`config.mk`:
```
export PLATFORM = sky130hd
export DESIGN_NAME = time_keeper
export DESIGN_NICKNAME = d
export VERILOG_FILES = /design/src/rtl/clock_pkg.sv /design/src/rtl/bcd_field.sv /design/src/rtl/time_keeper.sv
export SDC_FILE = /design/constraint.sdc
export NUM_CORES = 1
export LEC_CHECK = 0
export ABC_CLOCK_PERIOD_IN_PS = 6150
export CORE_UTILIZATION = 33
export CTS_CLUSTER_SIZE = 24
export DETAILED_ROUTE_END_ITERATION = 12
export PLACE_DENSITY = 0.51
export SETUP_SLACK_MARGIN = 0.05
export SLEW_MARGIN = 20
export SYNTH_ARGS = -nofsm -noshare
export SYNTH_HDL_FRONTEND = slang
export SYNTH_SLANG_ARGS = --single-unit
```
`constraint.sdc`:
```
create_clock -name CLK -period 6.15 [get_ports CLK]
set_input_delay 1.23 -clock CLK [delete_from_list [all_inputs] [get_ports CLK]]
set_output_delay 1.23 -clock CLK [all_outputs]
set_load 0.005 [all_outputs]
```
`src/rtl/clock_pkg.sv`:
```
// Shared constants for the time-of-day keeper: BCD field limits, Digit
// one-hot field selects and the BCD increment helper used by every field.
package clock_pkg;

  localparam logic [7:0] SEC_MAX  = 8'h59;
  localparam logic [7:0] MIN_MAX  = 8'h59;
  localparam logic [7:0] HOUR_MAX = 8'h23;

  typedef enum logic [2:0] {
    SEL_NONE = 3'b000,
    SEL_SEC  = 3'b001,
    SEL_MIN  = 3'b010,
    SEL_HOUR = 3'b100
  } digit_sel_e;

  // Two-digit BCD +1 without range limiting; the caller applies the field wrap.
  function automatic logic [7:0] bcd_inc(input logic [7:0] v);
    logic [3:0] tens;
    logic [3:0] units;
    tens  = v[7:4];
    units = v[3:0];
    if (units >= 4'd9) begin
      units = 4'd0;
      tens  = tens + 4'd1;
    end else begin
      units = units + 4'd1;
    end
    return {tens, units};
  endfunction

endpackage

```
`src/rtl/bcd_field.sv`:
```
// One two-digit BCD time field counting 00..MAX; clr beats inc, and wrap
// flags the increment that takes the field from MAX back to 00.
module bcd_field
  import clock_pkg::*;
#(
  parameter logic [7:0] MAX = SEC_MAX
) (
  input  logic       clk,
  input  logic       rst,
  input  logic       inc,
  input  logic       clr,
  output logic [7:0] value,
  output logic       wrap
);

  assign wrap = inc && (value == MAX);

  always_ff @(posedge clk or posedge rst) begin
    if (rst) begin
      value <= '0;
    end else if (clr) begin
      value <= '0;
    end else if (inc) begin
      value <= wrap ? '0 : bcd_inc(value);
    end
  end

endmodule

```
`src/rtl/time_keeper.sv`:
```
// 24-hour BCD time keeper with a second prescaler, in-place field editing
// and an edit-mode blink phase generator.
module time_keeper
  import clock_pkg::*;
#(
  parameter int unsigned TICK_DIV  = 100000000,
  parameter int unsigned BLINK_DIV = 25000000
) (
  input  logic       CLK,
  input  logic       RST,
  input  logic       Editing,
  input  logic [2:0] Digit,
  input  logic       IncrementDigit,
  output logic [7:0] Hours,
  output logic [7:0] Minutes,
  output logic [7:0] Seconds,
  output logic       SecondTick,
  output logic       Rollover,
  output logic       Blink
);

  localparam int unsigned PW = (TICK_DIV > 1) ? $clog2(TICK_DIV) : 1;
  localparam int unsigned BW = (BLINK_DIV > 1) ? $clog2(BLINK_DIV) : 1;
  localparam logic [PW-1:0] TICK_LAST  = PW'(TICK_DIV - 1);
  localparam logic [BW-1:0] BLINK_LAST = BW'(BLINK_DIV - 1);

  logic [PW-1:0] prescaler;
  logic [BW-1:0] blink_cnt;
  logic          blink_q;
  logic          edit_q;

  logic edit_rise;
  logic tick;
  logic edit_inc;
  logic sec_inc, sec_clr, sec_wrap;
  logic min_inc, min_wrap;
  logic hour_inc, hour_wrap;

  // Editing has priority: a tick coinciding with edit entry is dropped.
  assign edit_rise = Editing && !edit_q;
  assign tick      = !Editing && (prescaler == TICK_LAST);

  always_ff @(posedge CLK or posedge RST) begin
    if (RST) begin
      prescaler <= '0;
    end else if (Editing || tick) begin
      prescaler <= '0;
    end else begin
      prescaler <= prescaler + PW'(1);
    end
  end

  always_ff @(posedge CLK or posedge RST) begin
    if (RST) begin
      blink_cnt <= '0;
      blink_q   <= 1'b0;
    end else if (!Editing) begin
      blink_cnt <= '0;
      blink_q   <= 1'b0;
    end else if (blink_cnt == BLINK_LAST) begin
      blink_cnt <= '0;
      blink_q   <= !blink_q;
    end else begin
      blink_cnt <= blink_cnt + BW'(1);
    end
  end

  always_ff @(posedge CLK or posedge RST) begin
    if (RST) begin
      edit_q <= 1'b0;
    end else begin
      edit_q <= Editing;
    end
  end

  // Ticks and edit increments are mutually exclusive (Editing gates both),
  // so carries only ever come from the tick path.
  always_comb begin
    edit_inc = Editing && IncrementDigit && $onehot(Digit);
    sec_clr  = edit_rise;
    sec_inc  = tick || (edit_inc && (Digit == SEL_SEC) && !edit_rise);
    min_inc  = (tick && sec_wrap) || (edit_inc && (Digit == SEL_MIN));
    hour_inc = (tick && min_wrap) || (edit_inc && (Digit == SEL_HOUR));
  end

  bcd_field #(.MAX(SEC_MAX)) u_sec (
    .clk   (CLK),
    .rst   (RST),
    .inc   (sec_inc),
    .clr   (sec_clr),
    .value (Seconds),
    .wrap  (sec_wrap)
  );

  bcd_field #(.MAX(MIN_MAX)) u_min (
    .clk   (CLK),
    .rst   (RST),
    .inc   (min_inc),
    .clr   (1'b0),
    .value (Minutes),
    .wrap  (min_wrap)
  );

  bcd_field #(.MAX(HOUR_MAX)) u_hour (
    .clk   (CLK),
    .rst   (RST),
    .inc   (hour_inc),
    .clr   (1'b0),
    .value (Hours),
    .wrap  (hour_wrap)
  );

  assign SecondTick = tick;
  assign Rollover   = tick && hour_wrap;
  assign Blink      = blink_q && Editing;

endmodule
```
==> results of run 1 <==
critical path, delay by kind of cell:
| kind | cells | cell delay (ps) |
|---|---|---|
| adders and majority gates | 1 | 450 |
| and+or+nand+nor | 4 | 1420 |
| buffers and inverters | 3 | 1170 |
synthesized netlist by cell type, drive strengths merged, types with 3 or more instances:
library cell,instances
dfrtp,78
nor2,74
xor2,36
nand3,33
inv,26
nand2,20
ha,17
nand4,17
xnor2,15
o21ai,10
and3,9
nor4,8
buf,7
a21oi,6
and4,6
nor3,6
nand2b,5
o31ai,5
and2,4
or4,4
mux2,3
nand4b,3
sequential cells by signal (all words and copies together), names as in the netlist:
register	count
blink_q	1
prescaler	27
u_sec.value	8
u_min.value	8
u_hour.value	8
blink_cnt	25
edit_q	1
where the power goes:
| group | internal (W) | total (W) | switching [W] |
|---|---|---|---|
| combinational | 0.000111 | 0.000218 | 0.000107 |
| sequential | 0.000548 | 0.000596 | 0.0000478 |
| clock | 0.000292 | 0.000495 | 0.000203 |
| total | 0.000952 | 0.00131 | 0.000358 |
path summary, 6_finish.rpt:
check                      slack, ps               to           from
hold / removal                   480     prescaler[0]   prescaler[0]
min in group asynchronous       1390    blink_cnt[18]            RST
hold reg to reg                  480     prescaler[0]   prescaler[0]
setup / recovery                 640         Rollover       Digit[0]
setup reg to reg                3620    blink_cnt[10]  blink_cnt[17]
max in group asynchronous       4260  u_hour.value[3]            RST
layer usage:
layer  vias to the layer above  GRT usage
met5                         -          0
met4                         0     0.0597
met3                        10     0.0288
met2                        51      0.224
met1                      1537      0.198
li1                       1559          -
per-stage QoR:
step	total power [W]	std cells	instance area [um2]	util
after global routing	0.00139	638	5050	0.400
after detailed placement	0.000828	623	4760	0.377
after CTS	0.00133	638	5040	0.399
final	0.00131	638	5050	0.400
after floorplan	0.000720	426	4260	-
after global placement	0.000825	623	4760	0.377
layout make-up:
class,instances,area share
clock inverter,3,0.00396
clock buffer,12,0.0508
timing repair buffer,34,0.0676
tap,172,0.0426
multi-input combinational,313,0.429
inverter,26,0.0196
sequential,78,0.387
logic make-up (layout without fill, tap and decap cells):
| family | after synthesis | in the layout |
|---|---|---|
| compound gates | 42 | 42 |
| xor+xnor | 51 | 51 |
| fa+ha+maj | 18 | 18 |
| buf+inv | 35 | 75 |
| flops | 78 | 78 |
| mux | 5 | 5 |
| simple gates | 197 | 197 |
placed cells by master, fill, tap and decap left out, types with 6 or more instances in the layout:
cell type,instances
dfrtp_1,78
nor2_1,74
xor2_1,36
clkdlybuf4s50_1,33
nand3_1,31
inv_1,25
nand2_1,20
ha_1,17
nand4_1,16
xnor2_1,15
and3_1,9
clkbuf_16,9
and4_1,6
nor3_1,6
a21oi_1,6
o21ai_0,6
==> results.txt, run 1 <==
- The number of antenna diodes in the final layout is 0.
- Maximum level of the CTS H-tree: 3
- Number of clock sinks seen by CTS: 78
- Worst min path class: reg2reg
- Maximum buffer depth of the clock tree: 2
- Maximum clock rate: 181 MHz
- Combined area of the multi-input logic cells: between 0.002 and 0.0025 mm2
* Number of DRC violations after detailed routing: 0
- The Yosys step of the flow raised 0 warnings.
- Total count of max-transition violations in the final report: 0
* Final Hold Fails: 0
- Critical path peak fanout: 8
* Place WS: about 650 ps
- Once detail routing completed, the nets flagged for antenna violations numbered 0.
- Synthesized area: ~0.0043 mm2
- The via count of the first global-routing pass was 3116.
* Fin nets: ~490
* Routed wire length on met3: 289 um
- Xor and xnor fraction of the mapped netlist area: 0.105
- The worst register-to-register path has a depth of 5.
- Entering global routing, the biggest net connects a little under 80 pins.
- Routability-driven placement congestion ratio: between 0.8 and 0.9
* Avg Inst Size Synth: approximately 10 um2
- Worst-margin pin slew: slightly above 1000 ps
- TritonCTS clock tree: done
* Largest incremental delay on the critical path: roughly 600 ps
* Number of search-and-repair iterations in the first detailed-routing pass: 4
* Most Frequent Cell on Critical Path: clkdlybuf4s50_1
- For the finished layout, the period the worst path requires is between 5000 and 6000 ps.
- Met2 routed WL: 3.92 mm
* Fraction of synthesis flops using an asynchronous set or reset pin: 1.00
- Horizontal extent of the die: 116 um
* CTS Hold Bufs: 0
* Primary flip-flop cell chosen by synthesis mapping: dfrtp_1
- Class of the most critical setup path: in2out
- Synthesis produced a netlist whose cell count is 426.
- Top cell type's share of synthesized area: 0.459
- The slowest stage of the critical path is the or4_1 cell.
- For this block, the via count after detailed routing is 3157.
* Master cell of the clock root buffer: clkbuf_16
* Total negative setup slack: 0 ps
* Routed wire length: approximately 8.6 mm
- Power per cell area: approximately 260 mW/mm2
* Vias per std cell: 4.95
- The tightest hold path in the finished design has a slack of slightly below 500 ps.
* Average wire per cell in the routed design: between 10 and 15 um
* Dominant combinational cell family by area after synthesis: simple AND/OR/NAND/NOR gates
* Number of clock buffers inserted by TritonCTS: 9
* Clock latency reported for the late side of the worst-skew pair: 330 ps
- Setup violations remaining at the end of the flow were counted as 0.
* First-pass GRT wire length: about 15 mm
* Met1 wire length: between 4 and 5 mm
* PnR worst setup slack: about 640 ps
- Number of distinct library cells after synthesis: between 50 and 60
- Cell type contributing the most total cell area after synthesis: dfrtp_1
- Ratio of cells with drive above 1 in the final layout: 0.0815
* Share of the cycle needed by the critical path after routing: 0.897
- In the global route stage, overall resource usage came out at 0.145.
* Clk pin slew, worst setup/hold paths: about 50 ps
- During I/O placement, the number of pins put on the boundary was 34.
* Biggest area contributors in the synthesized netlist: dfrtp_1, xor2_1, nor2_1, ha_1, nand3_1
- The initial utilization of the core area, before any placement, comes to 0.337.
- Post-CTS timing repair inserted 0 buffers for setup.
- Post-Synthesis Net Count: ~450
- After floorplanning, the core was sized to cover approximately 0.013 mm2.
- After the first detailed-routing iteration, the DRC count stood at between 150 and 200.
- STA classifies the critical path startpoint as an input pin.
- Headroom to the max-slew limit came out at 0.314.
* Required @ worst endpoint: roughly 4900 ps
- Number of maximum-capacitance constraint violations: 0
* Count of flip-flops with a built-in enable after synthesis: 0
* Cells on Worst Hold Path: 1
- Sum of overflow across all layers after global routing: 0
* Die ar.: approximately 0.013 mm2
* Setup repair after global routing missed its margin: no
- The number of gates resized after CTS was 0.
- The highest layer touched by signal routing is met4.
- Cell-by-cell trace of the critical path: clkdlybuf4s50_1, inv_1, fa_1, nand4b_1, or4_1, and2_1, nor4_2, clkdlybuf4s50_1
* Fill count: approximately 1300
- Vertical die dimension: ~120 um
- The HPWL after detailed placement is between 6 and 7 mm.
* Antenna violations before repair: 0
- The compound-cell area share of the yosys netlist came to 0.0841.
- Adder-cell area share of the yosys netlist: 0.0547
- The count of buffers added on input and output ports is 33.
* Clock Skews: between 9 and 10 ps
- Data on the critical path arrives at its endpoint at around 4300 ps.
* Result of the run: finished, final reports clean
* Yosys reg bits: 78
- STA classifies the critical path endpoint as an output pin.
- Syn-to-layout area delta: 18.6%
- Footprint of the flip-flops and latches: between 0.0015 and 0.002 mm2
- Of the total synthesized cell area, the portion taken by AND, OR, NAND and NOR gates is 0.251.
* VDD IR-drop max: roughly 0.00013 V
- The share of the Yosys chip area taken by registers is 0.459.
- Share of synthesized area spent on multiplexers: 0.0126
* Lkg Pwr: around 2.1 nW
- In this run the core area contains 41 standard-cell rows.
(Power assumes the default switching activity.)
==> run 2: changes to the inputs <==
--- a/config.mk
+++ b/config.mk
@@ -5,7 +5,6 @@
 export SDC_FILE = /design/constraint.sdc
 export NUM_CORES = 1
 export LEC_CHECK = 0
-export ABC_CLOCK_PERIOD_IN_PS = 6150
 export CORE_UTILIZATION = 33
 export CTS_CLUSTER_SIZE = 24
 export DETAILED_ROUTE_END_ITERATION = 12
==> results of run 2 <==
No change in the layout: final DEF, timing and power equal those of run 1.
